## config.mk

```make
export PLATFORM = sky130hd
export DESIGN_NAME = reg_file_mp
export DESIGN_NICKNAME = d
export VERILOG_FILES = /design/src/rtl/reg_file_mp.sv
export SDC_FILE = /design/constraint.sdc
export NUM_CORES = 1
export LEC_CHECK = 0
export BUFFER_PORTS_ARGS = -buffer_cell sky130_fd_sc_hd__buf_2
export CAP_MARGIN = 40
export CORE_UTILIZATION = 38
export CTS_BUF_LIST = sky130_fd_sc_hd__clkbuf_16
export DETAILED_ROUTE_END_ITERATION = 8
export HOLD_SLACK_MARGIN = 0.15
export PLACE_DENSITY = 0.61
export REMOVE_ABC_BUFFERS = 1
export SLEW_MARGIN = 10
export SYNTH_ARGS = -nofsm -noshare
export SYNTH_HDL_FRONTEND = slang
export SYNTH_SLANG_ARGS = --single-unit
```

## constraint.sdc

```tcl
create_clock -name i_clk -period 1.5 [get_ports i_clk]
set_input_delay 0.075 -clock i_clk [delete_from_list [all_inputs] [get_ports i_clk]]
set_output_delay 0.075 -clock i_clk [all_outputs]
set_load 0.02 [all_outputs]
```

## src/rtl/reg_file_mp.sv

```systemverilog
// rtl/reg_file_mp.sv - multi-read-port register file with per-register busy scoreboard
// Optional feature macro: REG_FILE_ZERO_REG_EN (register 0 hardwired to zero, no storage flop)
module reg_file_mp #(
    parameter  int WORD      = 8,
    parameter  int REG_SIZE  = 4,
    parameter  int NUM_RD    = 2,
    localparam int ADDR_SIZE = (REG_SIZE > 1) ? $clog2(REG_SIZE) : 1
) (
    input  logic                        i_clk,
    input  logic                        i_rst_n,
    input  logic [NUM_RD*ADDR_SIZE-1:0] i_rd_addr,
    output logic [NUM_RD*WORD-1:0]      o_rd_data,
    output logic [NUM_RD-1:0]           o_rd_busy,
    input  logic                        i_wr_en,
    input  logic [ADDR_SIZE-1:0]        i_wr_addr,
    input  logic [WORD-1:0]             i_wr_data,
    input  logic                        i_lock_en,
    input  logic [ADDR_SIZE-1:0]        i_lock_addr,
    output logic                        o_any_busy
);

`ifdef REG_FILE_ZERO_REG_EN
    localparam bit ZERO_REG = 1'b1;
`else
    localparam bit ZERO_REG = 1'b0;
`endif

    // Addresses are compared at full width, so non-power-of-two depths
    // leave a window of unused codes that must be ignored.
    function automatic logic in_range(input logic [ADDR_SIZE-1:0] a);
        return ({{(32-ADDR_SIZE){1'b0}}, a} < 32'(REG_SIZE));
    endfunction

    logic                     w_wr_hit;
    logic                     w_lock_hit;
    logic [WORD-1:0]          w_regs [REG_SIZE];
    logic [REG_SIZE-1:0]      r_busy;
    logic [REG_SIZE-1:0]      w_busy_next;
    logic [ADDR_SIZE-1:0]     w_ra;
    logic [NUM_RD*WORD-1:0]   w_rd_data_next;
    logic [NUM_RD-1:0]        w_rd_busy_next;
    logic [NUM_RD*WORD-1:0]   r_rd_data;
    logic [NUM_RD-1:0]        r_rd_busy;
    logic                     r_any_busy;

    // A hardwired register 0 rejects both writes and locks, which also
    // keeps it out of the bypass path.
    assign w_wr_hit   = i_wr_en && in_range(i_wr_addr) &&
                        !(ZERO_REG && (i_wr_addr == '0));
    assign w_lock_hit = i_lock_en && in_range(i_lock_addr) &&
                        !(ZERO_REG && (i_lock_addr == '0));

    for (genvar g = 0; g < REG_SIZE; g++) begin : g_reg
        if (ZERO_REG && (g == 0)) begin : g_zero
            assign w_regs[g] = '0;
        end else begin : g_store
            logic [WORD-1:0] r_word;
            // Capture write data when this register is the write target
            always_ff @(posedge i_clk or negedge i_rst_n) begin
                if (!i_rst_n) begin
                    r_word <= '0;
                end else if (w_wr_hit && (i_wr_addr == ADDR_SIZE'(g))) begin
                    r_word <= i_wr_data;
                end
            end
            assign w_regs[g] = r_word;
        end
    end

    // Busy state after this edge: a write clears, a lock sets, lock applied last so it wins
    always_comb begin
        w_busy_next = r_busy;
        if (w_wr_hit) begin
            w_busy_next[i_wr_addr] = 1'b0;
        end
        if (w_lock_hit) begin
            w_busy_next[i_lock_addr] = 1'b1;
        end
    end

    // Busy scoreboard register
    always_ff @(posedge i_clk or negedge i_rst_n) begin
        if (!i_rst_n) begin
            r_busy <= '0;
        end else begin
            r_busy <= w_busy_next;
        end
    end

    // Per-port read selection with write-first bypass; out-of-range ports read zero, not busy
    always_comb begin
        w_rd_data_next = '0;
        w_rd_busy_next = '0;
        w_ra           = '0;
        for (int i = 0; i < NUM_RD; i++) begin
            w_ra = i_rd_addr[i*ADDR_SIZE +: ADDR_SIZE];
            if (in_range(w_ra)) begin
                if (w_wr_hit && (i_wr_addr == w_ra)) begin
                    w_rd_data_next[i*WORD +: WORD] = i_wr_data;
                end else begin
                    w_rd_data_next[i*WORD +: WORD] = w_regs[w_ra];
                end
                w_rd_busy_next[i] = w_busy_next[w_ra];
            end
        end
    end

    // Registered read outputs and aggregate busy flag
    always_ff @(posedge i_clk or negedge i_rst_n) begin
        if (!i_rst_n) begin
            r_rd_data  <= '0;
            r_rd_busy  <= '0;
            r_any_busy <= 1'b0;
        end else begin
            r_rd_data  <= w_rd_data_next;
            r_rd_busy  <= w_rd_busy_next;
            r_any_busy <= |w_busy_next;
        end
    end

    assign o_rd_data  = r_rd_data;
    assign o_rd_busy  = r_rd_busy;
    assign o_any_busy = r_any_busy;

endmodule

```

---- Yosys cells after proc, flatten, opt, wreduce, memory -nomap -nowiden ----
Index checks and enable logic that the tools add are counted.
cells by class
  $add $sub $neg .......................... 0
  multipliers ............................. 0
  divide/modulo/power cells ............... 0
  order comparisons ....................... 8
  eq/ne operators ......................... 5
  shift-type cells ........................ 0
  multiplexer cells ....................... 18
  bitwise logic cells ..................... 5
  reduce and logical (&&, ||, !) cells .... 10
operators with widths
  cell                                                                                  number
  8-bit 2-to-1 mux                                                                      6
  8-bit binary-select mux with 2-bit select                                             2
  2-bit by 3-bit < comparator with 1-bit output (second input constant)                 4
  1-bit logical AND                                                                     8
  4-bit 2-to-1 mux                                                                      2
  3-bit greater-or-equal comparator (second input constant)                             2
  2-bit inverter with 3-bit output                                                      2
  4-bit AND                                                                             1
  1-bit binary-select mux with 2-bit select                                             2
  1-bit demux with 2-bit select                                                         2
  2-bit == test                                                                         2
  2-bit == test (second input constant)                                                 2
  2-bit by 1-bit greater-or-equal comparator with 1-bit output (second input constant)  2
  1-bit 2-to-1 mux                                                                      4
  4-bit inverter                                                                        1
  4-bit OR                                                                              1
  4-bit OR reduction                                                                    1
  2-bit by 1-bit == test with 1-bit output (second input constant)                      1
  2-bit logical NOT                                                                     1
storage, ports and cells
  bits in registers ....................... 55
  latch bits .............................. 0
  RAM bits ................................ 0
  ROM bits ................................ 0
  output and inout bits ................... 19
  memories ................................ 0

---- Logic depth before layout (Yosys ltp) ----
Gate-level depths: netlist of run 1.
  word-level depth ........................ 11
  gate-level depth with buffers ........... 4
  gate-level depth less buffers ........... 3

---- Worst setup path before layout of run 1 ----
Ideal clock, no wire load.
  path kind ............................... input to register
  start point ............................. in i_wr_addr[0]
  end point ............................... reg r_any_busy, in the netlist o_any_busy
  data arrival time ....................... 1.187 ns
  path slack .............................. 0.174 ns
  cell stages on the path ................. 4
  cell sequence ........................... buf_6 > nand3b_2 > o2bb2ai_1 > or4_1
between the ends
  cells in the longest elaborated chain, start to end .. 10
  elaborated cells on any way between the ends .. 11
  classes of those cells .................. 2 x order compare; 4 x mux; 3 x bitwise; 2 x reduce/logical
RTL lines
  what                                                                                                                                                        line  RTL
  start, declared                                                                                                                                             15    input logic [ADDR_SIZE-1:0] i_wr_addr,
  2-bit by 3-bit < comparator with 1-bit output (not written as such) / 2-bit by 1-bit greater-or-equal comparator with 1-bit output (equally long branches)  74    w_busy_next[i_wr_addr] = 1'b0;
  1-bit logical AND (not written as such)                                                                                                                     74
  1-bit 2-to-1 mux (not written as such)                                                                                                                      74
  1-bit demux with 2-bit select (*)                                                                                                                           74
  4-bit inverter (no line) (*)                                                                                                                                n/a
  4-bit AND (no line) (*)                                                                                                                                     n/a
  4-bit 2-to-1 mux (*)                                                                                                                                        73    if (w_wr_hit) begin
  4-bit OR (no line)                                                                                                                                          n/a
  4-bit 2-to-1 mux (*)                                                                                                                                        76    if (w_lock_hit) begin
  via w_busy_next[2]                                                                                                                                          38    logic [REG_SIZE-1:0] w_busy_next;
  4-bit OR reduction (*)                                                                                                                                      117   r_any_busy <= |w_busy_next;
  end signal, assigned                                                                                                                                        117
  end, declared                                                                                                                                               44    logic r_any_busy;
The timed path passes the listed nets; every way through them passes the cells marked *.
A chain may end at the register's enable or synchronous reset.

---- Worst setup path after layout of run 1 ----
  start point ............................. in i_lock_addr[1]
  end point ............................... reg r_any_busy, in the netlist o_any_busy
between the ends
  cells in the longest elaborated chain, start to end .. 7
  elaborated cells on any way between the ends .. 8
  classes of those cells .................. 2 x order compare; 3 x mux; 1 x bitwise; 2 x reduce/logical
RTL lines
  what                                                                                                                                                        line  RTL
  start, declared                                                                                                                                             18    input logic [ADDR_SIZE-1:0] i_lock_addr,
  2-bit by 3-bit < comparator with 1-bit output (not written as such) / 2-bit by 1-bit greater-or-equal comparator with 1-bit output (equally long branches)  77    w_busy_next[i_lock_addr] = 1'b1;
  1-bit logical AND (not written as such)                                                                                                                     77
  1-bit 2-to-1 mux (not written as such)                                                                                                                      77
  1-bit demux with 2-bit select (*)                                                                                                                           77
  4-bit OR (no line) (*)                                                                                                                                      n/a
  4-bit 2-to-1 mux (*)                                                                                                                                        76
  via w_busy_next[2]                                                                                                                                          38
  4-bit OR reduction (*)                                                                                                                                      117
Marked as above.

==> results of run 1 <==
==> registers in the layout, summed over array words and instances (netlist names) <==
| register | flops |
|---|---|
| o_rd_busy | 2 |
| r_busy | 4 |
| o_any_busy | 1 |
| o_rd_data | 16 |
| g.g_store.r_word | 32 |
==> cell families after synthesis <==
kind of cell	after synthesis
flops	55
compound gates	4
buf+inv	9
xor+xnor	4
mux	66
simple gates	9
==> final cells by class <==
| type | instances | area (µm²) | share of cell area (%) |
|---|---|---|---|
| sequential | 55 | 1380 | 43.2 |
| clock buffer | 5 | 125 | 3.93 |
| multi-input combinational | 83 | 1100 | 34.5 |
| tap | 77 | 96.3 | 3.02 |
| timing repair buffer | 63 | 443 | 13.9 |
| clock inverter | 3 | 38.8 | 1.22 |
| inverter | 2 | 7.51 | 0.236 |
==> worst max path at each step <==
stage	startpoint	endpoint	cells after the start	slack, ns
floorplan	i_wr_addr[0]	o_any_busy	3	0.30
global placement	i_rd_addr[0]	o_rd_data[4]	4	0.20
detailed placement	i_wr_addr[0]	o_any_busy	4	0.15
CTS	i_lock_addr[1]	o_any_busy	5	0.18
global route	i_lock_addr[1]	o_any_busy	5	0.14
finish	i_lock_addr[1]	o_any_busy	5	0.18
==> cell usage after synthesis, types with 2 or more instances <==
cell	number
dfrtp_1	55
inv_1	2
o2bb2ai_1	3
mux2_2	48
buf_2	4
mux4_2	18
xnor2_1	4
nand3b_2	2
nand3_1	2
buf_6	2
==> metrics by stage <==
stage	total power [µW]	cells	hold slack, ns	cell area (µm²)	setup slack (ns)
finish	4220	288	0.163	3190	0.177
global placement	2900	269	0.0897	2910	0.197
CTS	4270	288	0.153	3190	0.179
detailed placement	2960	269	0.0985	2910	0.149
global route	4420	288	0.181	3190	0.140
floorplan	2570	140	-0.221	2480	0.302
==> critical path, cell delays in order <==
cell and delay, ns:
dlygate4sd3_1 0.53, buf_2 0.13, nand2_1 0.08, o2bb2ai_1 0.12
or4_1 0.54
==> power groups by stage <==
stage	sequential (µW)	clock [µW]	combinational, µW
2_1_floorplan	2070	0	495
5_1_grt	1960	1370	1090
3_5_place_dp	1960	0	1000
3_3_place_gp	1930	0	972
6_report	1930	1280	1010
4_1_cts	1930	1310	1030
==> metal layers <==
layer	track usage (%)	wire length (µm)
met5	0	0
met4	5.55	81
met3	3.07	186
met2	27.8	2770
met1	22.2	2430
==> what timing repair did <==
action,4_1_cts,5_1_grt
hold endpoints to repair,107,0
gates resized for setup,0,0
hold buffers,11,0
==> metrics.cfg, run 1 <==
[yosys]
synth-edff-count=0
synth_mux_area_share_pct=37.4
synthDistinctLibCells=17
synth_xor_area_share_pct=1.38
netlist_area_um2=2530
synth_fa_ha_area_share_pct=0
synth_area_leader_cell=dfrtp_1
synth_flop_cell=dfrtp_1
ys_seq_elements=55
synth-simple-area-share_pct=3.11
synthCells=147
postSynthAreaPerCell_um2=17.2
synth_top_area_share_pct=54.3
yosys_warnings=0
ys_async_sr_fraction_pct=100
yosysSeqAreaShare_pct=54.3
synth_top_family_by_area=multiplexers
ys_top_cells_by_area=dfrtp_1 (54%), mux2_2 (21%), mux4_2 (16%)
synth-compound-area-share_pct=1.53

[global_route]
grt-ovfl-total=0
grt_max_degree=56
grt_pass1_vias=1702
antenna_found_initial=0
grt_use_total_pct=16.7
grt_pass1_wl_um=8830

[power_and_ir_drop]
clkPwrFrac_pct=30.3
leakage_uw=0.00138
peakVddDrop_mv=0.604
internal_power_uw=3120
switching_power_uw=1110
power_frac_comb_pct=23.9
p_per_area_nw_per_um2=1330
p_sw_share_pct=26.2
seqPwrFrac_pct=45.7

[cells_and_area]
final_common_cell=dfrtp_1
syn_to_final_growth_pct=25.8
final_cell_mix=dfrtp_1 (55), mux2_2 (48), buf_2 (38), mux4_2 (18)
drive_gt1_share_pct=61.6
diodes=0
nets=230
final_core_util_pct=49.9
nFillCells=579

[timing]
slew_headroom_pct=79.6
fin_crit_sh_pct=88.2
rsz0062_at_grt=no
period_needed_ns=1.32
finalSetupTns_ns=0
worst_pin_slew_ns=0.306
fin_skew_ns=0.00262
fmax_ghz=0.756
hold_viol_final=0
report.final.slew_viol_count=0
final-setup-viol-count=0

[floorplanning]
io_pins=39
start_util_pct=39.7
die-area_um2=6990
die_w_um=83.6
core_um2=6390
row_count=29
die_h_um=83.6

[route]
drc_errors=0
wl_um=5470
drt_iter0_markers=73
post_drt_wl_per_cell_um=19.0
vias=1530
vias_per_cell=5.31
ant_nets=0
drtPass1Iterations=3

[clock_network]
htreeDepth=2
cts_max_path_buffers=2
cts_tree=built
clock-sinks=55
clkLatencyLatePin_ns=0.29
clock-root-buffer=clkbuf_16
cts_setup_buffers=0
clk_pin_slew_ns=0.06
numCtsBuffers=5

[status]
status=completed

[placed_design]
gp_congestion=0.707
port_buffers=38
hpwl_um=3740

[setup_path]
cp_max_fo=4
reg2reg_to=o_rd_data[11]
worstSetupPathType=in2reg
ff2ff_path_depth=2
reg2reg_from=g_reg[3].g_store.r_word[3]
end_kind=flop
crit_arrival_ns=1.48
rrSetupSlack_ns=0.23
critical_path_required_ns=1.65
cp-start-kind=input pin

[min_path]
worstHoldEndpoint=r_busy[2]
whs_path_depth=3
hold_start=i_lock_en
holdCritPathClass=in2reg

[job]
drv_cap=0

No activity file was read; power rests on OpenSTA's default activity.
==> run 2: changes to the inputs <==
- PLACE_DENSITY: 0.61 -> 0.63
- SKIP_LAST_GASP: default -> 1
- clock period: 1.5 -> 1.2 ns (I/O delays scaled with it)
==> run 2 against run 1 <==
The flow now finishes with violations (negative setup slack); worst hold slack worse by 0.030 ns; clock skew grew 0.0045 ns; via count grew 2.0%; largest power group unchanged; combinational power is 39% higher; non-clock buffer count rose by 2; total power rose by 23%; utilization is 1.2 points higher; first-iteration DRC count shrank 40%; sequential power grew 25%; final cell count grew 0.35%.
==> metrics.cfg, run 2 (synthesized netlist as in run 1, its figures left out) <==
[job]
drv_cap=0

[timing]
final-setup-viol-count=16
fin_crit_sh_pct=105
worst_pin_slew_ns=0.322
fmax_ghz=0.796
hold_viol_final=0
report.final.slew_viol_count=0
fin_skew_ns=0.00711
setup_slack_ns=-0.0561
slew_headroom_pct=78.5
period_needed_ns=1.26
rsz0062_at_grt=yes

[setup_path]
rrSetupSlack_ns=-0.06
crit_chain=mux4_2 -> mux2_4
cpPeakStageDelay_ns=0.47
end_kind=flop
ff2ff_path_depth=2
cp_max_fo=3
critical_path_required_ns=1.37
cp-start-kind=flop
reg2reg_from=g_reg[3].g_store.r_word[1]
crit_arrival_ns=1.43
worstSetupPathType=reg2reg
reg2reg_to=o_rd_data[9]
cp_slowest_cell=mux4_2

[floorplanning]
die_h_um=83.6
row_count=29
start_util_pct=39.7
core_um2=6390
die-area_um2=6990
die_w_um=83.6
io_pins=39

[route]
vias=1560
wl_um=5610
post_drt_wl_per_cell_um=19.4
ant_nets=0
vias_per_cell=5.40
drtPass1Iterations=4
drt_iter0_markers=44
drc_errors=0

[cells_and_area]
syn_to_final_growth_pct=28.9
final_core_util_pct=51.1
final_common_cell=dfrtp_1
drive_gt1_share_pct=64.2
seqCellArea_um2=1380
multi_input_area_um2=1170
diodes=0
nets=232
final_cells=289
largest_reg_flops=32
final_cell_mix=dfrtp_1 (55), buf_2 (38), mux2_2 (32), mux4_2 (18), mux2_4 (16)
top_register=g.g_store.r_word
nFillCells=544

[power_and_ir_drop]
leakage_uw=0.00147
peakVddDrop_mv=0.835
p_per_area_nw_per_um2=1590
power_uw=5200

[clock_network]
clock-root-buffer=clkbuf_16
clkLatencyLatePin_ns=0.29
clk_pin_slew_ns=0.07
htreeDepth=2
cts_max_path_buffers=2
cts_tree=built
numCtsBuffers=5
clock-sinks=55

[status]
violations=negative setup slack
status=complete, but fails checks

[min_path]
whs_path_depth=3
holdCritPathClass=in2reg
worstHoldEndpoint=r_busy[3]
hold_start=i_lock_addr[0]

[placed_design]
gp_congestion=0.720
port_buffers=38
hpwl_um=3880
placed_cells=271

[global_route]
antenna_found_initial=0
grt_pass1_vias=1729
grt_max_degree=56
grt_pass1_wl_um=9080
grt_use_total_pct=17.4
grt-ovfl-total=0

[run 2: power by group]
group / switching (µW) / internal, µW / total [µW]
sequential: 187 / 2230 / 2410
combinational: 599 / 797 / 1400
clock: 618 / 769 / 1390
[run 2: worst max-delay path by stage]
stage	from	endpoint	slack (ns)	cells after the start
floorplan	g_reg[3].g_store.r_word[0]	o_rd_data[0]	0.02	2
global placement	i_wr_addr[0]	o_any_busy	-0.06	4
detailed placement	i_wr_addr[0]	o_any_busy	-0.11	4
CTS	g_reg[3].g_store.r_word[2]	o_rd_data[2]	-0.06	2
global route	g_reg[2].g_store.r_word[1]	o_rd_data[9]	-0.08	2
finish	g_reg[3].g_store.r_word[1]	o_rd_data[9]	-0.06	2
[run 2: repair_timing]
| action | 4_1_cts | 5_1_grt |
|---|---|---|
| buffers inserted | 0 | 1 |
| resized for setup | 16 | 4 |
| setup endpoints to repair | 17 | 19 |
| hold buffers | 10 | 0 |
| hold endpoints to repair | 106 | 0 |
| pin swaps | 0 | 2 |
[run 2: critical path, delay by kind of cell (launching register included)]
family / cells / cell delay, ns
multiplexers: 2 / 0.75
flip-flops: 1 / 0.39
[run 2: metal layers]
metal	wire, µm	track usage [%]
met1	2190	19.8
met2	3210	32.1
met5	0	0
met3	121	3.17
met4	94	6.93
[run 2: metrics by stage]
| stage | setup slack (ns) | cell area, µm² | TNS, ns | hold WS (ns) |
|---|---|---|---|---|
| after floorplan | 0.0153 | 2480 | 0 | -0.236 |
| after CTS | -0.0599 | 3240 | -0.672 | 0.0705 |
| final | -0.0561 | 3260 | -0.646 | 0.133 |
| after global routing | -0.0774 | 3260 | -1.01 | 0.153 |
| after global placement | -0.0551 | 2940 | -0.252 | 0.0728 |
| after detailed placement | -0.114 | 2940 | -0.850 | 0.0783 |
[run 2: final cells by class]
cell class | instances | area share [%]
Clock inverter | 2 | 0.498
Tap cell | 77 | 2.95
Timing Repair Buffer | 65 | 14.4
Inverter | 2 | 0.230
Multi-Input combinational cell | 83 | 35.9
Clock buffer | 5 | 3.83
Sequential cell | 55 | 42.2
